===== src/rtl/qc_ldpc_pkg.sv =====
// Shared types and helpers for the QC-LDPC datapath blocks.
// Holds the delay-line token layout and the degree-counter width helper.
package qc_ldpc_pkg;

    localparam int MAXZ_DEF = 16;
    // Row tags are zero-extended into the token; ROW_W must not exceed this.
    localparam int TOKEN_ROW_W = 16;

    typedef struct packed {
        logic                   valid;
        logic                   last;
        logic [TOKEN_ROW_W-1:0] row;
    } token_t;

    function automatic int deg_w(input int max_deg);
        return $clog2(max_deg + 1);
    endfunction

endpackage


===== src/rtl/qc_token_delay.sv =====
// Fixed-depth shift register of beat tokens.
// Tracks accepted beats alongside the shifter pipeline.
module qc_token_delay
    import qc_ldpc_pkg::*;
#(
    parameter int DEPTH = 4
) (
    input  logic   CLK,
    input  logic   rst_n,
    input  token_t din,
    output token_t dout
);

    token_t stage [DEPTH];

    always_ff @(posedge CLK or negedge rst_n) begin
        if (!rst_n) begin
            for (int i = 0; i < DEPTH; i++) begin
                stage[i] <= '0;
            end
        end else begin
            stage[0] <= din;
            for (int i = 1; i < DEPTH; i++) begin
                stage[i] <= stage[i-1];
            end
        end
    end

    assign dout = stage[DEPTH-1];

endmodule


===== src/rtl/qc_syndrome_accumulator.sv =====
// Per-row XOR accumulator of rotated sub-blocks behind the circular shifter.
// Results leave through a 2-entry FIFO guarded by a credit on last beats.
module qc_syndrome_accumulator
    import qc_ldpc_pkg::*;
#(
    parameter int MAXZ          = MAXZ_DEF,
    parameter int SHIFT_LATENCY = 4,
    parameter int MAX_DEG       = 8,
    parameter int ROW_W         = 8,
    localparam int DEG_W        = deg_w(MAX_DEG)
) (
    input  logic             CLK,
    input  logic             rst_n,
    input  logic             in_valid,
    output logic             in_ready,
    input  logic             in_last,
    input  logic [ROW_W-1:0] in_row,
    input  logic [MAXZ-1:0]  sh_data,
    output logic             syn_valid,
    input  logic             syn_ready,
    output logic [MAXZ-1:0]  syn_data,
    output logic             syn_zero,
    output logic [ROW_W-1:0] syn_row,
    output logic [DEG_W-1:0] syn_deg,
    output logic             syn_err
);

    localparam logic [DEG_W-1:0] DEG_MAX = DEG_W'(MAX_DEG);

    typedef struct packed {
        logic [MAXZ-1:0]  data;
        logic             zero;
        logic [ROW_W-1:0] row;
        logic [DEG_W-1:0] deg;
        logic             err;
    } result_t;

    token_t tok_in;
    token_t tok_out;

    logic             accept;
    logic             exit_tok;
    logic             exit_last;
    logic             push;
    logic             pop;

    logic [MAXZ-1:0]  acc;
    logic [MAXZ-1:0]  acc_nxt;
    logic [DEG_W-1:0] deg;
    logic [DEG_W-1:0] deg_nxt;
    logic             err;
    logic             err_nxt;

    result_t          mem [2];
    result_t          res_new;
    result_t          head;
    logic             wr_ptr;
    logic             rd_ptr;
    logic [1:0]       fifo_count;
    logic [1:0]       lasts;

    assign accept = in_valid && in_ready;

    always_comb begin
        tok_in       = '0;
        tok_in.valid = accept;
        tok_in.last  = in_last;
        tok_in.row   = TOKEN_ROW_W'(in_row);
    end

    qc_token_delay #(
        .DEPTH (SHIFT_LATENCY)
    ) u_delay (
        .CLK   (CLK),
        .rst_n (rst_n),
        .din   (tok_in),
        .dout  (tok_out)
    );

    assign exit_tok  = tok_out.valid;
    assign exit_last = tok_out.valid && tok_out.last;
    assign push      = exit_last;
    assign pop       = syn_valid && syn_ready;

    assign acc_nxt = acc ^ sh_data;
    assign deg_nxt = (deg == DEG_MAX) ? DEG_MAX : deg + 1'b1;
    assign err_nxt = err | (deg == DEG_MAX);

    always_comb begin
        res_new      = '0;
        res_new.data = acc_nxt;
        res_new.zero = (acc_nxt == '0);
        res_new.row  = ROW_W'(tok_out.row);
        res_new.deg  = deg_nxt;
        res_new.err  = err_nxt;
    end

    always_ff @(posedge CLK or negedge rst_n) begin
        if (!rst_n) begin
            acc <= '0;
            deg <= '0;
            err <= 1'b0;
        end else if (exit_last) begin
            acc <= '0;
            deg <= '0;
            err <= 1'b0;
        end else if (exit_tok) begin
            acc <= acc_nxt;
            deg <= deg_nxt;
            err <= err_nxt;
        end
    end

    always_ff @(posedge CLK or negedge rst_n) begin
        if (!rst_n) begin
            mem[0]     <= '0;
            mem[1]     <= '0;
            wr_ptr     <= 1'b0;
            rd_ptr     <= 1'b0;
            fifo_count <= '0;
        end else begin
            if (push) begin
                mem[wr_ptr] <= res_new;
                wr_ptr      <= ~wr_ptr;
            end
            if (pop) begin
                rd_ptr <= ~rd_ptr;
            end
            unique case ({push, pop})
                2'b10:   fifo_count <= fifo_count + 2'd1;
                2'b01:   fifo_count <= fifo_count - 2'd1;
                default: fifo_count <= fifo_count;
            endcase
        end
    end

    // Last beats in flight already own a FIFO slot.
    always_ff @(posedge CLK or negedge rst_n) begin
        if (!rst_n) begin
            lasts <= '0;
        end else begin
            unique case ({accept && in_last, exit_last})
                2'b10:   lasts <= lasts + 2'd1;
                2'b01:   lasts <= lasts - 2'd1;
                default: lasts <= lasts;
            endcase
        end
    end

    assign in_ready = ({1'b0, fifo_count} + {1'b0, lasts}) < 3'd2;

    assign head      = mem[rd_ptr];
    assign syn_valid = (fifo_count != 2'd0);
    assign syn_data  = syn_valid ? head.data : '0;
    assign syn_zero  = syn_valid && head.zero;
    assign syn_row   = syn_valid ? head.row : '0;
    assign syn_deg   = syn_valid ? head.deg : '0;
    assign syn_err   = syn_valid && head.err;

endmodule


===== config.mk =====
export PLATFORM = sky130hd
export DESIGN_NAME = qc_syndrome_accumulator
export DESIGN_NICKNAME = d
export VERILOG_FILES = /design/src/rtl/qc_ldpc_pkg.sv /design/src/rtl/qc_token_delay.sv /design/src/rtl/qc_syndrome_accumulator.sv
export SDC_FILE = /design/constraint.sdc
export NUM_CORES = 1
export LEC_CHECK = 0
export CORE_ASPECT_RATIO = 0.6
export CORE_UTILIZATION = 45
export CTS_CLUSTER_DIAMETER = 60
export DETAILED_ROUTE_END_ITERATION = 8
export PLACE_DENSITY = 0.65
export SLEW_MARGIN = 20
export SYNTH_ARGS = -nofsm -noshare
export SYNTH_HDL_FRONTEND = slang
export SYNTH_SLANG_ARGS = --single-unit

===== constraint.sdc =====
create_clock -name CLK -period 4.5 [get_ports CLK]
set_input_delay 1.35 -clock CLK [delete_from_list [all_inputs] [get_ports CLK]]
set_output_delay 1.35 -clock CLK [all_outputs]
set_load 0.02 [all_outputs]

# After elaboration in Yosys (flattened, before gate mapping)
# Cells that the tools add are included.
[classes]
bitwise = 6
n_reduce_logical = 12
n_lt_le_gt_ge = 4
addsub = 6
muxes = 18
eq_ne = 5
[ops]
columns = ["op", "count"]
rows = [
  ["$mux 30", 4],
  ["$bwmux 60", 1],
  ["$mux 16", 3],
  ["$demux 30 s1", 1],
  ["$logic_not 16->1", 1],
  ["$mux 4", 4],
  ["$xor 16x16->16", 1],
  ["$mux 8", 1],
  ["$pmux 2 s2", 2],
  ["$reduce_bool 2->1", 4],
  ["$logic_and 1x1->1", 7],
  ["$add 2x1->2 const B", 2],
  ["$add 4x1->4 const B", 1],
  ["$eq 2x1->1 const B", 2],
  ["$eq 2x2->1 const B", 2],
  ["$eq 4x4->1 const B", 1],
  ["$ge 2x2->1 const B", 2],
  ["$not 1->2", 2],
  ["$sub 2x1->2 const B", 2],
  ["$add 2x2->3", 1],
  ["$lt 3x2->1 const B", 1],
  ["$lt 2x1->1 const B", 1],
  ["$mux 1", 2],
  ["$not 1->1", 2],
  ["$or 1x1->1", 1],
]
[word_totals]
inputBits = 29
regBits = 127
out_inout_bits = 32
wordCells = 80

# Depth between registers and ports, before layout
# Gate-level depths: netlist of run 1.
[logic_depth]
ltp_word = 6
mapped_depth = 9
ltp_nobuf = 9

# Cells and area by module
# A second synthesis of run 1 with hierarchy kept.
[unflattened]
hier_cells = 499
hier_area_um2 = 6028.3
[by_module_without_submodules]
columns = ["mod", "instances", "area_per_inst_um2", "seq_area_each_um2", "cells_per_inst"]
rows = [
  ["qc_syndrome_accumulator", 1, 4091.4, 2177.1, 409],
  ["qc_token_delay", 1, 1936.9, 1801.7, 90],
]

# Worst setup path after synthesis of run 1
# OpenSTA, ideal clock, no wires.
[synth_path]
path_type = "flip-flop to output port"
startpoint = "register lasts[0]"
endpoint = "output port in_ready"
t_arrival_ns = 1.303
n_path_buf = 0
setup_slack_ns = 1.847
required_time_ns = 3.150
stages_incl_launch_ff = 4
path_cell_list = "dfrtp_1 and2_1 fa_1 nor2_1"
[synth_between]
elab_chain_len = 2
[synth_rtl]
columns = ["item", "line", "rtl"]
rows = [
  ["start, declared", "qc_syndrome_accumulator.sv:60", "logic [1:0] lasts;"],
  ["start signal, assigned", "qc_syndrome_accumulator.sv:143", "2'b10: lasts <= lasts + 2'd1;"],
  ["start signal, assigned", "qc_syndrome_accumulator.sv:144", "2'b01: lasts <= lasts - 2'd1;"],
  ["start signal, assigned", "qc_syndrome_accumulator.sv:145", "default: lasts <= lasts;"],
  ["$add 2x2->3", "qc_syndrome_accumulator.sv:150", "assign in_ready = ({1'b0, fifo_count} + {1'b0, lasts}) < 3'd2;"],
  ["$lt 3x2->1", "qc_syndrome_accumulator.sv:150", ""],
  ["end, declared", "qc_syndrome_accumulator.sv:15", "output logic in_ready,"],
]
# No other way between the ends.

# Worst setup path in the final report of run 1
[layout_path]
startpoint = "register rd_ptr"
endpoint = "output port syn_data[4]"
[layout_between]
elab_chain_len = 5
[layout_rtl]
columns = ["item", "line", "rtl"]
rows = [
  ["start, declared", "qc_syndrome_accumulator.sv:58", "logic rd_ptr;"],
  ["start signal, assigned", "qc_syndrome_accumulator.sv:127", "rd_ptr <= ~rd_ptr;"],
  ["$not 1->2 (implied by the code)", "qc_syndrome_accumulator.sv:152", "assign head = mem[rd_ptr];"],
  ["$mux 30 (implied by the code) (3 in a row)", "qc_syndrome_accumulator.sv:152", ""],
  ["$mux 16", "qc_syndrome_accumulator.sv:154", "assign syn_data = syn_valid ? head.data : '0;"],
  ["end, declared", "qc_syndrome_accumulator.sv:21", "output logic [MAXZ-1:0] syn_data,"],
]
# No other way between the ends. The select of a mux whose other input is x is not followed.

==> results of run 1 <==
-- worst max path at each step --
stage | from | to | slack (ns) | cells past startpoint
2_1_floorplan | lasts[0] | in_ready | 1.85 | 3
3_3_place_gp | rd_ptr | syn_data[6] | 1.23 | 4
3_5_place_dp | rd_ptr | syn_row[7] | 1.21 | 4
4_1_cts | rd_ptr | syn_row[7] | 0.76 | 4
5_1_grt | rd_ptr | syn_data[6] | 0.69 | 4
6_report | rd_ptr | syn_data[4] | 0.78 | 4
-- critical path: stages, from the launching register on --
cell and delay [ns]:
dfrtp_2 0.69, buf_4 0.40, mux2i_1 0.26, nor2_1 0.06
clkdlybuf4s50_1 0.55
-- registers in the layout, indices dropped and copies added (netlist names) --
register,cells
fifo_count,2
u_delay.stage,30
err,1
deg,4
rd_ptr,1
u_delay.dout,10
mem,60
wr_ptr,1
acc,16
lasts,2
-- cell families after synthesis --
group                    synth area share (%)
AND/OR/NAND/NOR                         10.44
AO/OA/AOI/OAI                           8.448
flip-flops                              62.38
XOR/XNOR                                4.273
multiplexers                            10.58
buffers and inverters                   2.505
adder cells (fa/ha/maj)                 1.375
-- cell usage after synthesis --
master,count,area [µm²]
o21ai_1,3,15.01
buf_6,2,22.52
a32o_1,1,10.01
o21ai_2,2,17.52
dfrtp_1,127,3178
nand4_1,4,25.02
and2_1,2,12.51
mux2_2,11,123.9
nor2_1,37,138.9
mux2_4,7,105.1
nand3_1,1,5.000
clkbuf_1,16,60.06
nand2_2,1,6.260
o22ai_1,2,12.51
xnor2_2,1,16.27
mux2i_1,31,310.3
buf_2,6,30.03
nand2_1,82,307.8
xnor2_1,20,175.2
a21oi_1,2,10.01
or4_4,1,11.26
o21ai_0,73,365.4
inv_1,4,15.01
fa_1,1,20.02
or2_1,1,6.260
ha_1,4,50.05
xor2_1,3,26.28
nor2b_1,2,12.51
and3_1,1,6.260
-- power by group through the flow --
stage | clock (µW) | sequential [µW] | combinational [µW]
2_1_floorplan | 0 | 1690 | 1130
3_3_place_gp | 0 | 1810 | 1670
3_5_place_dp | 0 | 1810 | 1720
4_1_cts | 1330 | 1800 | 1730
5_1_grt | 1390 | 1850 | 1880
6_report | 1300 | 1800 | 1710
-- cell type report --
class	instances	area (µm²)	share of cell area, %
clock inverter	15	140.1	2.196
multi-input combinational	293	1797	28.16
inverter	4	15.01	0.2353
clock buffer	17	425.4	6.667
timing repair buffer	67	650.6	10.20
tap	139	173.9	2.725
sequential	127	3179	49.82
-- metrics by stage --
stage	cell area [µm²]	power (µW)	utilization (%)	setup WS, ns	cells
floorplan	5095	2818	-	1.848	448
finish	6381	4807	59.21	0.7777	662
CTS	6381	4859	59.21	0.7604	662
global route	6381	5113	59.21	0.6889	662
detailed placement	5816	3535	53.96	1.211	630
global placement	5816	3480	53.96	1.232	630
-- metal layers --
metal / routed length [µm] / vias up / part of all wire (%) / track usage [%]
li1: - / 1627 / - / -
met4: 66 / 0 / 0.65 / 6.364
met3: 499 / 8 / 4.9 / 6.104
met1: 5044 / 1617 / 50 / 26.88
met5: 0 / - / 0 / 0
met2: 4519 / 78 / 45 / 29.05
==> summary.txt, run 1 <==
Worst hold path
  – HP Class: reg -> reg
  – Hold path cells: 0
  – Hold Path Sink: u_delay.stage[38]
  – HP Start: u_delay.stage[56]

STA
  – Max-slew violation count: 0
  – Final setup fails: 0
  – Final period utilization: 82.72%
  – Fmax: 268.7 MHz
  – Min Hold Slack: 0.3474 ns
  – Worst Tran Pin Value: 1.040 ns
  – Final min period: 3.722 ns
  – RSZ-0062 raised after global routing: false
  – Layout Skew: 0.005503 ns
  – Final TNS setup: 0 ns
  – Hold Fails Final Rpt: 0
  – Slew Limit Headroom: 30.66%

Placed design
  – GP Congestion: 0.8218
  – IO Port Bufs: 60
  – Post-DP HPWL: 6637 µm

Layout
  – Most common cell after layout, fill and taps aside: dfrtp_1
  – Most frequent cells in the layout: 126 x dfrtp_1, 82 x nand2_1, 73 x o21ai_0
  – Layout net count: 544
  – Fillers: 888
  – Layout cell share with drive strength beyond 1: 12.81%
  – Area grow syn2layout: 25.25%
  – Ant. Diodes: 0

Critical path
  – Worst R2R Path Depth: 3
  – Reg2reg setup slack: 2.20 ns
  – Worst path required time: 3.15 ns
  – Worst Path Arrival: 2.37 ns
  – Reg-to-Reg Start: u_delay.dout[17]
  – Worst setup path class: reg -> out
  – FF-to-FF End: mem[40]
  – CP Capture Type: primary output
  – Worst setup SP type: flip-flop
  – CP max FO: 17

Detailed routing
  – Routed vias: 3,330
  – Initial DRC Count: 210
  – ANT nets after route: 0
  – Total wire length after detailed routing: 10,130 µm
  – Vias/cell: 5.030
  – Drt pass-1 iters: 5
  – Post-DR wirelength/cell: 15.30 µm
  – # DRC: 0

Synth
  – YS warnings: 0
  – Syn nets: 482
  – Cell area after synthesis: 5095 µm²
  – Mean Syn Cell Area: 11.37 µm²
  – Register bit total from synthesis: 127
  – Post-synthesis cell count: 448
  – Sequential fraction of the synthesis area: 62.38%
  – Yosys cell types: 29

CTS
  – CTS tree: built
  – Later-pin clock latency in the skew report: 0.41 ns
  – Clock sink total: 127
  – Hold_buf cts: 0
  – Post-CTS setup buffer count: 0
  – CTS Buffer Depth: 2
  – H-tree depth: 4
  – CTS resizes: 0
  – Root buf cell: clkbuf_16
  – Number of CTS-inserted buffers: 17
  – Clk slew on worst S/H paths: 0.06 ns

Pwr
  – Internal: 3070 µW
  – Net switching power: 1737 µW
  – Pwr dens: 753.3 nW/µm²
  – Power share of the combinational group: 35.6%
  – Leak: 0.002889 µW
  – Sw frac: 36.13%
  – Sequential Power Share: 37.4%
  – Clock Power Share: 27.0%
  – Worst vdd ir: 0.4009 mV

Outcome
  – Status: finished clean

Global route
  – Antenna violations before repair: 0
  – Total track usage: 19.38%
  – First-pass GRT wire length: 17,410 µm
  – Vias in the first global route: 3,454
  – Largest net degree at the start of global routing: 59
  – Grt ovf: 0

Die
  – Initial Util: 47.28%
  – Io pins: 61
  – Full die area: 11,770 µm²
  – Die Span Y: 84.42 µm
  – Area of the core: 10,780 µm²
  – Rows: 29
  – Die Wd: 139.4 µm

Flow run
  – MaxCap Viol Count: 0
Power figures use the tool's default switching activity.
==> run 2: changes to the inputs <==
PLACE_DENSITY = 0.67   (was 0.65)
clock period = 3.1 ns   (was 4.5 ns; I/O delays follow)
==> summary.txt, run 2 (same netlist as run 1, synthesis figures left out) <==
Outcome
  – Status: finished clean (unchanged)

STA
  – Worst Tran Pin Value: 1.057 ns (was 1.040 ns)
  – Min Hold Slack: 0.3388 ns (was 0.3474 ns)
  – Final min period: 3.025 ns
  – Final TNS setup: 0 ns (unchanged)
  – Final period utilization: 97.59%
  – Max-slew violation count: 0 (unchanged)
  – Final setup fails: 0 (unchanged)
  – Final worst slack: 0.07469 ns (was 0.7777 ns)
  – Slew Limit Headroom: 29.55% (was 30.66%)
  – RSZ-0062 raised after global routing: false (unchanged)
  – Hold Fails Final Rpt: 0 (unchanged)
  – Fmax: 330.5 MHz
  – Layout Skew: 0.008460 ns (was 0.005503 ns)

Detailed routing
  – Routed vias: 3,421 (was 3,330)
  – M1 WL: 5248 µm (was 5044 µm)
  – # DRC: 0 (unchanged)
  – Initial DRC Count: 225 (was 210)
  – Drt pass-1 iters: 5 (unchanged)
  – Met2 WL post-DR: 4649 µm (was 4519 µm)
  – ANT nets after route: 0 (unchanged)
  – Vias/cell: 5.137 (was 5.030)
  – Post-DR wirelength/cell: 15.66 µm (was 15.30 µm)
  – Total wire length after detailed routing: 10,430 µm (was 10,130 µm)
  – DR top layer: met4 (unchanged)
  – Met3 routed WL: 465 µm (was 499 µm)

Die
  – Io pins: 61 (unchanged)
  – Area of the core: 10,780 µm² (unchanged)
  – Rows: 29 (unchanged)
  – Full die area: 11,770 µm² (unchanged)
  – Die Wd: 139.4 µm (unchanged)
  – Initial Util: 47.28% (unchanged)
  – Die Span Y: 84.42 µm (unchanged)

Critical path
  – CP max FO: 17 (unchanged)
  – Worst path required time: 2.17 ns (was 3.15 ns)
  – Worst setup SP type: flip-flop (unchanged)
  – CP Capture Type: primary output (unchanged)
  – Worst setup path class: reg -> out (unchanged)
  – Worst Path Arrival: 2.10 ns (was 2.37 ns)

Global route
  – Antenna violations before repair: 0 (unchanged)
  – Grt ovf: 0 (unchanged)
  – Largest net degree at the start of global routing: 53 (was 59)
  – First-pass GRT wire length: 17,280 µm (was 17,410 µm)
  – Total track usage: 19.50% (was 19.38%)
  – Vias in the first global route: 3,433 (was 3,454)

Layout
  – Ant. Diodes: 0 (unchanged)
  – Top flop regs: mem x60, u_delay.stage x30, acc x16 (unchanged)
  – Layout net count: 548 (was 544)
  – Max reg flops: 60 (unchanged)
  – Most common cell after layout, fill and taps aside: dfrtp_1 (unchanged)
  – Top reg by flops: mem (unchanged)
  – Most frequent cells in the layout: 126 x dfrtp_1, 82 x nand2_1, 73 x o21ai_0 (unchanged)
  – Layout cell share with drive strength beyond 1: 13.66% (was 12.81%)
  – Final instance area: 6501 µm² (was 6381 µm²)
  – Fillers: 863 (was 888)
  – Area grow syn2layout: 27.60% (was 25.25%)

Flow run
  – MaxCap Viol Count: 0 (unchanged)

Worst hold path
  – HP Class: reg -> reg (unchanged)

CTS
  – Root buf cell: clkbuf_16 (unchanged)
  – Number of CTS-inserted buffers: 17 (unchanged)
  – Clock sink total: 127 (unchanged)
  – Clk slew on worst S/H paths: 0.06 ns (about the same)
  – Later-pin clock latency in the skew report: 0.41 ns (about the same)
  – CTS tree: built (unchanged)
  – CTS Buffer Depth: 2 (unchanged)
  – Post-CTS setup buffer count: 0 (unchanged)
  – H-tree depth: 4 (unchanged)

Placed design
  – Placed instance area: 5871 µm² (was 5816 µm²)
  – Setup WS pre-CTS: 0.3567 ns (was 1.211 ns)
  – IO Port Bufs: 60 (unchanged)
  – Post-DP HPWL: 6612 µm (was 6637 µm)
  – GP Congestion: 0.7698 (was 0.8218)

Pwr
  – Pwr dens: 1111 nW/µm² (was 753.3 nW/µm²)
  – Leak: 0.002956 µW (was 0.002889 µW)
  – Worst vdd ir: 0.8037 mV (was 0.4009 mV)
run 2: what timing repair did:
item,CTS,global route
hold buffers,0,0
gates resized for setup,0,2
endpoints found under the setup margin,0,2
run 2: through the flow:
step / utilization, % / std cells / total power [µW]
6_report: 60.33 / 666 / 7221
5_1_grt: 60.33 / 666 / 7637
4_1_cts: 60.28 / 666 / 7273
3_5_place_dp: 54.48 / 634 / 5180
3_3_place_gp: 54.48 / 634 / 5114
2_1_floorplan: - / 448 / 4091
run 2: final cells by class:
class / instances / area [µm²] / area share, %
Clock buffer: 20 / 466.7 / 7.179
Timing Repair Buffer: 71 / 708.2 / 10.89
Multi-Input combinational cell: 293 / 1799 / 27.68
Tap cell: 139 / 173.9 / 2.675
Sequential cell: 127 / 3179 / 48.90
Inverter: 4 / 15.01 / 0.2309
Clock inverter: 12 / 158.9 / 2.444
run 2: routing by layer:
layer  vias up  GRT usage, %
met3         6         5.419
met1      1708         28.40
met2        78         27.91
met4         0         7.172
met5         -             0
li1       1629             -
run 2: final timing paths:
path | endpoint | startpoint | slack (ns) | cells after the start
max | syn_data[13] | rd_ptr | 0.07 | 4
min | u_delay.dout[5] | u_delay.stage[23] | 0.34 | 0
max reg2reg | lasts[1] | lasts[0] | 1.07 | 9
min reg2reg | u_delay.dout[5] | u_delay.stage[23] | 0.34 | 0
max in group asynchronous | fifo_count[1] | rst_n | 1.78 | 2
min in group asynchronous | mem[55] | rst_n | 0.54 | 1
run 2: power breakdown:
group,switching [µW],internal [µW]
Sequential,360,2190
Clock,727,1330
Combinational,1370,1230
run 2: worst max-delay path, cell delays in order, from the launching register on:
cell and delay, ns:
dfrtp_2 0.57, buf_12 0.23, mux2i_1 0.26, nor2_1 0.07
clkdlybuf4s50_1 0.55
==> run 3: changes to the inputs <==
PLACE_DENSITY = unset   (was 0.67)
PLACE_DENSITY_LB_ADDON = 0.08   (was unset)
==> summary.txt, run 3 (same netlist as run 1, synthesis figures left out) <==
Detailed routing
  – Initial DRC Count: 187 (was 225)
  – Post-DR wirelength/cell: 15.71 µm (was 15.66 µm)
  – ANT nets after route: 0 (unchanged)
  – Total wire length after detailed routing: 10,440 µm (was 10,430 µm)
  – Drt pass-1 iters: 4 (was 5)
  – # DRC: 0 (unchanged)
  – Routed vias: 3,467 (was 3,421)
  – Vias/cell: 5.214 (was 5.137)

Global route
  – Vias in the first global route: 3,604 (was 3,433)
  – Antenna violations before repair: 0 (unchanged)
  – First-pass GRT wire length: 17,880 µm (was 17,280 µm)
  – Total track usage: 20.18% (was 19.50%)
  – Grt ovf: 0 (unchanged)
  – Largest net degree at the start of global routing: 62 (was 53)

CTS
  – Later-pin clock latency in the skew report: 0.42 ns (was 0.41 ns)
  – Root buf cell: clkbuf_16 (unchanged)
  – CTS tree: built (unchanged)
  – CTS Buffer Depth: 2 (unchanged)
  – Hold_buf cts: 0 (unchanged)
  – Post-CTS setup buffer count: 0 (unchanged)
  – Number of CTS-inserted buffers: 17 (unchanged)
  – Clk slew on worst S/H paths: 0.06 ns (about the same)
  – Clock sink total: 127 (unchanged)
  – H-tree depth: 4 (unchanged)

Critical path
  – Reg-to-Reg Start: u_delay.dout[17] (was lasts[0])
  – CP max FO: 20 (was 17)
  – Worst setup SP type: flip-flop (unchanged)
  – Worst R2R Path Depth: 3 (was 9)
  – Setup crit end: syn_data[4] (was syn_data[13])
  – CP Capture Type: primary output (unchanged)
  – FF-to-FF End: mem[36] (was lasts[1])
  – Worst path required time: 2.17 ns (about the same)
  – Worst setup path class: reg -> out (unchanged)
  – Reg2reg setup slack: 0.99 ns (was 1.07 ns)
  – Crit. Startpoint: rd_ptr (unchanged)
  – Worst Path Arrival: 2.02 ns (was 2.10 ns)

STA
  – Max-slew violation count: 0 (unchanged)
  – RSZ-0062 raised after global routing: false (unchanged)
  – Worst Tran Pin Value: 1.034 ns (was 1.057 ns)
  – Fmax: 338.5 MHz (was 330.5 MHz)
  – Hold Fails Final Rpt: 0 (unchanged)
  – Final setup fails: 0 (unchanged)
  – Layout Skew: 0.009261 ns (was 0.008460 ns)
  – Min Hold Slack: 0.3436 ns (was 0.3388 ns)
  – Final TNS setup: 0 ns (unchanged)
  – Final worst slack: 0.1455 ns (was 0.07469 ns)
  – Final period utilization: 95.31% (was 97.59%)
  – Final min period: 2.955 ns (was 3.025 ns)
  – Slew Limit Headroom: 31.04% (was 29.55%)

Die
  – Area of the core: 10,780 µm² (unchanged)
  – Full die area: 11,770 µm² (unchanged)
  – Die Wd: 139.4 µm (unchanged)
  – Io pins: 61 (unchanged)
  – Die Span Y: 84.42 µm (unchanged)
  – Rows: 29 (unchanged)
  – Initial Util: 47.28% (unchanged)

Pwr
  – Net switching power: 2572 µW (was 2462 µW)
  – Clock Power Share: 27.7% (was 28.5%)
  – Power share of the combinational group: 36.9% (was 36.1%)
  – Sw frac: 36.03% (was 34.09%)
  – Worst vdd ir: 0.7486 mV (was 0.8037 mV)
  – Sequential Power Share: 35.4% (about the same)
  – Pwr dens: 1106 nW/µm² (was 1111 nW/µm²)
  – Internal: 4566 µW (was 4759 µW)
  – Leak: 0.002921 µW (was 0.002956 µW)

Layout
  – Most common cell after layout, fill and taps aside: dfrtp_1 (unchanged)
  – Most frequent cells in the layout: 126 x dfrtp_1, 82 x nand2_1, 73 x o21ai_0 (unchanged)
  – Ant. Diodes: 0 (unchanged)
  – Max reg flops: 60 (unchanged)
  – Layout net count: 547 (was 548)
  – Top reg by flops: mem (unchanged)
  – Layout cell share with drive strength beyond 1: 13.31% (was 13.66%)
  – Area grow syn2layout: 26.69% (was 27.60%)
  – Top flop regs: mem x60, u_delay.stage x30, acc x16 (unchanged)
  – Post-route core utilization: 59.90% (was 60.33%)

Placed design
  – Post-DP HPWL: 6760 µm (was 6612 µm)
  – GP Congestion: 0.7607 (was 0.7698)
  – IO Port Bufs: 60 (unchanged)
  – Setup WS pre-CTS: 0.3931 ns (was 0.3567 ns)

Worst hold path
  – HP Start: u_delay.stage[71] (was u_delay.stage[23])
  – HP Class: reg -> reg (unchanged)

Flow run
  – MaxCap Viol Count: 0 (unchanged)

Outcome
  – Status: finished clean (unchanged)
-- run 3: metrics by stage --
step           std cells  total power (µW)  cell area, µm²
3_5_place_dp         633              5206            5863
2_1_floorplan        448              4091            5095
4_1_cts              665              7208            6451
5_1_grt              665              7601            6455
6_report             665              7137            6455
3_3_place_gp         633              5128            5863
-- run 3: power groups by stage --
| stage | Combinational [µW] | Clock, µW | Sequential (µW) |
|---|---|---|---|
| global route | 2890 | 2110 | 2600 |
| detailed placement | 2660 | 0 | 2550 |
| finish | 2630 | 1980 | 2530 |
| floorplan | 1640 | 0 | 2450 |
| global placement | 2610 | 0 | 2510 |
| CTS | 2660 | 2020 | 2520 |
-- run 3: per-layer routing --
metal | vias to the layer above | global-route usage (%) | routed length (µm)
met5 | - | 0 | 0
met4 | 0 | 5.859 | 89
met3 | 11 | 7.473 | 490
met2 | 76 | 30.74 | 4721
met1 | 1749 | 27.15 | 5143
li1 | 1631 | - | -
-- run 3: how the worst min path moves through the flow --
| stage | end | slack (ns) | cells past startpoint |
|---|---|---|---|
| finish | u_delay.stage[53] | 0.34 | 0 |
| global route | u_delay.stage[24] | 0.35 | 0 |
| CTS | u_delay.stage[53] | 0.35 | 0 |
| detailed placement | u_delay.stage[40] | 0.33 | 0 |
| global placement | u_delay.stage[24] | 0.33 | 0 |
| floorplan | u_delay.dout[0] | 0.33 | 0 |
-- run 3: area by class of cell --
type	instances	area, µm²
Clock buffer	17	425.4
Sequential cell	127	3179
Tap cell	139	173.9
Inverter	4	15.01
Clock inverter	15	163.9
Multi-Input combinational cell	293	1797
Fill cell	870	4322
Timing Repair Buffer	70	700.7
-- run 3: critical path: stages, from the launching register on --
cell	delay, ns
dfrtp_2	0.37
buf_6	0.27
mux2i_1	0.12
nor2_1	0.19
clkdlybuf4s50_1	0.65
-- run 3: repair_timing --
item	in CTS	in global routing
endpoints found under the setup margin	1	2
cloned	0	0
gates resized for setup	1	1
pin swaps	0	0
